`config.mk`:
```
export PLATFORM = sky130hd
export DESIGN_NAME = modulo_iter
export DESIGN_NICKNAME = d
export VERILOG_FILES = /design/src/rtl/modulo_iter.sv
export SDC_FILE = /design/constraint.sdc
export NUM_CORES = 1
export LEC_CHECK = 0
export CORE_ASPECT_RATIO = 0.5
export CORE_MARGIN = 4
export CORE_UTILIZATION = 40
export DETAILED_ROUTE_END_ITERATION = 16
export GPL_TIMING_DRIVEN = 0
export PLACE_DENSITY = 0.63
export SYNTH_ARGS = -nofsm -noshare
export SYNTH_HDL_FRONTEND = slang
export SYNTH_SLANG_ARGS = --single-unit
```
`constraint.sdc`:
```
create_clock -name clk -period 5.7 [get_ports clk]
set_clock_uncertainty 0.05 [all_clocks]
set_input_delay 1.14 -clock clk [delete_from_list [all_inputs] [get_ports clk]]
set_output_delay 1.14 -clock clk [all_outputs]
set_load 0.01 [all_outputs]
```
`src/rtl/modulo_iter.sv`:
```
// modulo_iter: multi-cycle unsigned remainder (a mod b), one bit per cycle,
// driven by the execute stage through a start/busy/done handshake.
//
// Ports:
//   clk, rst       clock and synchronous active-high reset
//   start          request pulse, accepted only while idle
//   a, b           dividend and divisor, captured on the accepting edge
//   busy           high whenever the unit is not idle
//   done           one-cycle pulse; c, banderas and dz valid from here on
//   c              registered remainder
//   banderas       registered flags {N, Z, C, V}; only Z is ever set
//   dz             registered divide-by-zero indication
module modulo_iter #(
    parameter int n = 32
) (
    input  logic         clk,
    input  logic         rst,
    input  logic         start,
    input  logic [n-1:0] a,
    input  logic [n-1:0] b,
    output logic         busy,
    output logic         done,
    output logic [n-1:0] c,
    output logic [3:0]   banderas,
    output logic         dz
);

    localparam int cw = $clog2(n + 1);

    typedef enum logic [1:0] {
        IDLE,
        CALC,
        DONE
    } state_t;

    state_t        state;
    logic [n-1:0]  q;
    logic [n-1:0]  d;
    // The partial remainder is always below d between iterations, so its
    // top bit is only needed inside the shifted/compared value.
    logic [n-1:0]  r;
    logic [cw-1:0] cnt;

    logic [n:0]    r_shift;
    logic [n:0]    d_ext;
    logic [n:0]    r_next;

    always_comb begin
        r_shift = {r, q[n-1]};
        d_ext   = {1'b0, d};
        r_next  = r_shift;
        if (r_shift >= d_ext) begin
            r_next = r_shift - d_ext;
        end
    end

    always_ff @(posedge clk) begin
        if (rst) begin
            state    <= IDLE;
            busy     <= 1'b0;
            done     <= 1'b0;
            c        <= '0;
            banderas <= 4'b0000;
            dz       <= 1'b0;
            cnt      <= '0;
            q        <= '0;
            d        <= '0;
            r        <= '0;
        end else begin
            unique case (state)
                IDLE: begin
                    done <= 1'b0;
                    if (start) begin
                        busy <= 1'b1;
                        if (b == '0) begin
                            // Divide by zero: result is the dividend itself.
                            state    <= DONE;
                            done     <= 1'b1;
                            c        <= a;
                            dz       <= 1'b1;
                            banderas <= {1'b0, a == '0, 2'b00};
                        end else begin
                            state <= CALC;
                            q     <= a;
                            d     <= b;
                            r     <= '0;
                            cnt   <= cw'(n);
                        end
                    end
                end
                CALC: begin
                    q   <= q << 1;
                    r   <= r_next[n-1:0];
                    cnt <= cnt - cw'(1);
                    if (cnt == cw'(1)) begin
                        state    <= DONE;
                        done     <= 1'b1;
                        c        <= r_next[n-1:0];
                        dz       <= 1'b0;
                        banderas <= {1'b0, r_next == '0, 2'b00};
                    end
                end
                DONE: begin
                    state <= IDLE;
                    busy  <= 1'b0;
                    done  <= 1'b0;
                end
                default: begin
                    state <= IDLE;
                    busy  <= 1'b0;
                    done  <= 1'b0;
                end
            endcase
        end
    end

endmodule

```
==> summary.txt <==
Clock network
  • Root Buffer: sky130_fd_sc_hd__clkbuf_16
  • Hold buffer count at cts: 0
  • TritonCTS clock tree: yes
  • H-tree lvl count: 4
  • Clock transition at the registers of the reported paths: 0.06 ns
  • Sink Count: 140
  • Post-CTS setup buffer count: 0
  • Inserted Clock Buffers: 17
  • Resize count post-CTS: 0
  • Clock Tree Buf Depth: 2
  • Clk Latency, worst-skew pair: 0.43 ns

Synth
  • Synth Register Bits: 140
  • Fraction of synthesized cell area taken by the top area cell type: 0.348
  • Count of distinct cell types in the synthesized netlist: 64
  • Area of the mapped netlist: 0.00805 mm2
  • Post-synthesis area per instance: 7.46 um2
  • Number of enable flip-flop cells after synthesis: 0
  • Count of mapped cells out of synthesis: 1080
  • Synth area leaders: sky130_fd_sc_hd__dfxtp_1 (35%), sky130_fd_sc_hd__nand2_1 (9.9%), sky130_fd_sc_hd__a21oi_1 (7.0%)
  • Sequential element share of the synthesized area: 0.348
  • Top flip-flop cell by instance count after synthesis: sky130_fd_sc_hd__dfxtp_1
  • Top cell type by total area after synthesis: sky130_fd_sc_hd__dfxtp_1
  • Synth Warn #: 0
  • Fraction of synthesis flops using an asynchronous set or reset pin: 0

Die
  • Die span in x: 209 um
  • Die Outline Area: 0.0226 mm2
  • Die Y: 108 um
  • Initial standard-cell utilization of the core: 0.411
  • Number of primary I/O pins: 106
  • Core outline area: 0.0196 mm2
  • Standard-cell row count: 36

Worst setup path
  • Dominant cell type by count on the critical path: sky130_fd_sc_hd__clkbuf_1
  • Ordered list of cells on the worst path: clkdlybuf4s50_1, nor4_1, nand4_1, nor2_1, nand2_1, a21oi_1, clkbuf_1, clkbuf_1, a311oi_1
  • Maximum fanout along the worst path: 10
  • Critical Path End Type: flip-flop
  • CP Class: primary input to flip-flop
  • Crit path required time: 5.92 ns
  • Setup slack, reg-to-reg: 2.02 ns
  • Critical path's slowest cell: sky130_fd_sc_hd__nor4_1
  • Crit path largest cell delay: 0.58 ns
  • Signal arrival time at the worst endpoint: 4.53 ns
  • Kind of start point of the critical path: primary input

Power and ir drop
  • Worst IR drop on VDD: 0.000229 V
  • Power Dens Cells: 565 mW/mm2
  • Tot Pwr: 5.68 mW
  • Static leakage power: 3.83 nW

GRT
  • Residual overflow from global routing: 0
  • Global-route wire length before repair: 44600 um
  • Largest net degree at the start of global routing: 17
  • Number of global-route vias before repair: 7925
  • Antenna violations before repair: 0
  • Gr usage total: 0.254

STA
  • Unrepaired setup endpoints after global routing: no
  • Shortest clock period the worst path allows after layout: 4.32 ns
  • Total negative setup slack: 0 ns
  • Fmax: 232 MHz
  • Max Slew Vio Count: 0
  • # setup viols final: 0
  • Final-report hold violation count: 0
  • Relative slew margins: 0.205
  • Transition time at the pin with the least slew margin: 1.18 ns
  • Ratio of final minimum period to clock period: 0.757

Run status
  • Outcome: complete, no violations

Route
  • Number of iterations in the first detailed-routing pass: 6
  • Number of remaining DRC errors: 0
  • Wire per inst: 19.7 um
  • Average vias per placed instance: 5.63
  • Vias: 8332
  • Number of DRC violations after detailed-routing iteration 0: 727
  • Wirelength, routed: 29200 um
  • Post-detailed-route count of antenna-violating nets: 0

Cells and area
  • Filler cell count in the final layout: 1959
  • Sequential cell area: 0.00280 mm2
  • Final non-filler cell total: 1481
  • Fraction of layout instances using a drive strength above 1: 0.0543
  • Area occupied by multi-input gates: 0.00475 mm2
  • Summed area of non-filler cells in the final layout: 0.0101 mm2
  • # nets final: 1304
  • Area grow syn2layout: 24.9%
  • Antenna diode count: 0

Place
  • HPWL after DPL: 23300 um
  • Cell area after placement: 0.00940 mm2
  • Final weighted congestion of routability-driven global placement: 0.955
  • Number of cells after detailed placement: 1449
  • Count of port buffers added during placement: 101

Run
  • Count of max-cap constraint violations: 0

Min path
  • Hold WC Path Type: flip-flop to flip-flop
-- synthesized netlist by cell type (10+ instances only) --
cell type / instances
sky130_fd_sc_hd__ha_1: 34
sky130_fd_sc_hd__xnor2_1: 20
sky130_fd_sc_hd__mux2i_1: 22
sky130_fd_sc_hd__nor2_1: 139
sky130_fd_sc_hd__o21ai_1: 10
sky130_fd_sc_hd__o211ai_1: 14
sky130_fd_sc_hd__clkbuf_1: 49
sky130_fd_sc_hd__a21oi_1: 112
sky130_fd_sc_hd__o21ai_0: 20
sky130_fd_sc_hd__nand2_1: 213
sky130_fd_sc_hd__a311oi_1: 40
sky130_fd_sc_hd__dfxtp_1: 140
sky130_fd_sc_hd__a21o_1: 12
sky130_fd_sc_hd__and2_1: 10
sky130_fd_sc_hd__o22ai_1: 18
sky130_fd_sc_hd__inv_1: 49
sky130_fd_sc_hd__nand3_1: 12
sky130_fd_sc_hd__xor2_1: 12
sky130_fd_sc_hd__nand4_1: 14
sky130_fd_sc_hd__nor4_1: 27
-- cells by family after synthesis --
kind of cell,synth area share
compound gates,0.219
xor+xnor,0.0348
fa+ha+maj,0.0553
buf+inv,0.0628
flops,0.348
mux,0.0357
other cells,0.000466
simple gates,0.243
-- flip-flops by register name, indices dropped and copies added (netlist names) --
name and cells:
c 32, d 32, q 32, r 32, cnt 6, state 2, banderas 1, busy 1
done 1, dz 1
-- layer usage --
layer	vias to the layer above	GRT usage	share of wire
met5	-	0	0
met4	0	0.0461	0.010
met3	27	0.0591	0.090
met2	367	0.369	0.40
met1	3900	0.386	0.50
li1	4038	-	-
-- cell usage in the layout (no fill, tap or decap), types with 10 or more instances in the layout --
cell                              count
sky130_fd_sc_hd__inv_1               49
sky130_fd_sc_hd__mux2i_1             22
sky130_fd_sc_hd__dfxtp_1            140
sky130_fd_sc_hd__o211ai_1            14
sky130_fd_sc_hd__a21oi_1            112
sky130_fd_sc_hd__nand4_1             14
sky130_fd_sc_hd__nand2_1            213
sky130_fd_sc_hd__nand3_1             12
sky130_fd_sc_hd__o21ai_1             10
sky130_fd_sc_hd__clkbuf_16           17
sky130_fd_sc_hd__nor4_1              27
sky130_fd_sc_hd__a21o_1              12
sky130_fd_sc_hd__clkbuf_1            49
sky130_fd_sc_hd__and2_1              10
sky130_fd_sc_hd__o22ai_1             18
sky130_fd_sc_hd__a311oi_1            40
sky130_fd_sc_hd__nor2_1             139
sky130_fd_sc_hd__clkdlybuf4s50_1    101
sky130_fd_sc_hd__ha_1                34
sky130_fd_sc_hd__xnor2_1             20
sky130_fd_sc_hd__o21ai_0             20
sky130_fd_sc_hd__xor2_1              12
-- worst paths after layout --
| check | start | cells past startpoint | to |
|---|---|---|---|
| setup / recovery | b[26] | 9 | c[2] |
| hold reg to reg | d[3] | 2 | d[3] |
| hold / removal | d[3] | 2 | d[3] |
| setup reg to reg | q[31] | 14 | banderas[2] |
-- power by group --
part | internal [mW] | leakage [nW] | switching, mW
sequential | 1.09 | 1.14 | 0.136
combinational | 1.26 | 2.37 | 1.95
clock | 0.753 | 0.318 | 0.484
-- critical path, delay by kind of cell --
family	cells	cell delay (ns)
AND/OR/NAND/NOR	4	1.48
AO/OA/AOI/OAI	2	0.53
buffers and inverters	3	1.37
-- metrics by stage --
step | setup slack (ns) | hold WS (ns) | utilization
floorplan | 2.58 | 0.386 | -
global placement | 1.03 | 0.393 | 0.480
detailed placement | 1.02 | 0.397 | 0.480
CTS | 1.46 | 0.406 | 0.513
global route | 1.19 | 0.419 | 0.513
finish | 1.38 | 0.405 | 0.513
-- layout make-up --
| type | count | area share |
|---|---|---|
| clock inverters | 15 | 0.0226 |
| multi-input cells | 823 | 0.473 |
| well taps | 266 | 0.0331 |
| clock buffers | 17 | 0.0423 |
| repair buffers | 101 | 0.101 |
| plain buffers | 70 | 0.0320 |
| flip-flops and latches | 140 | 0.279 |
| inverters | 49 | 0.0183 |
Note: power is estimated with default switching activity, not from simulation.
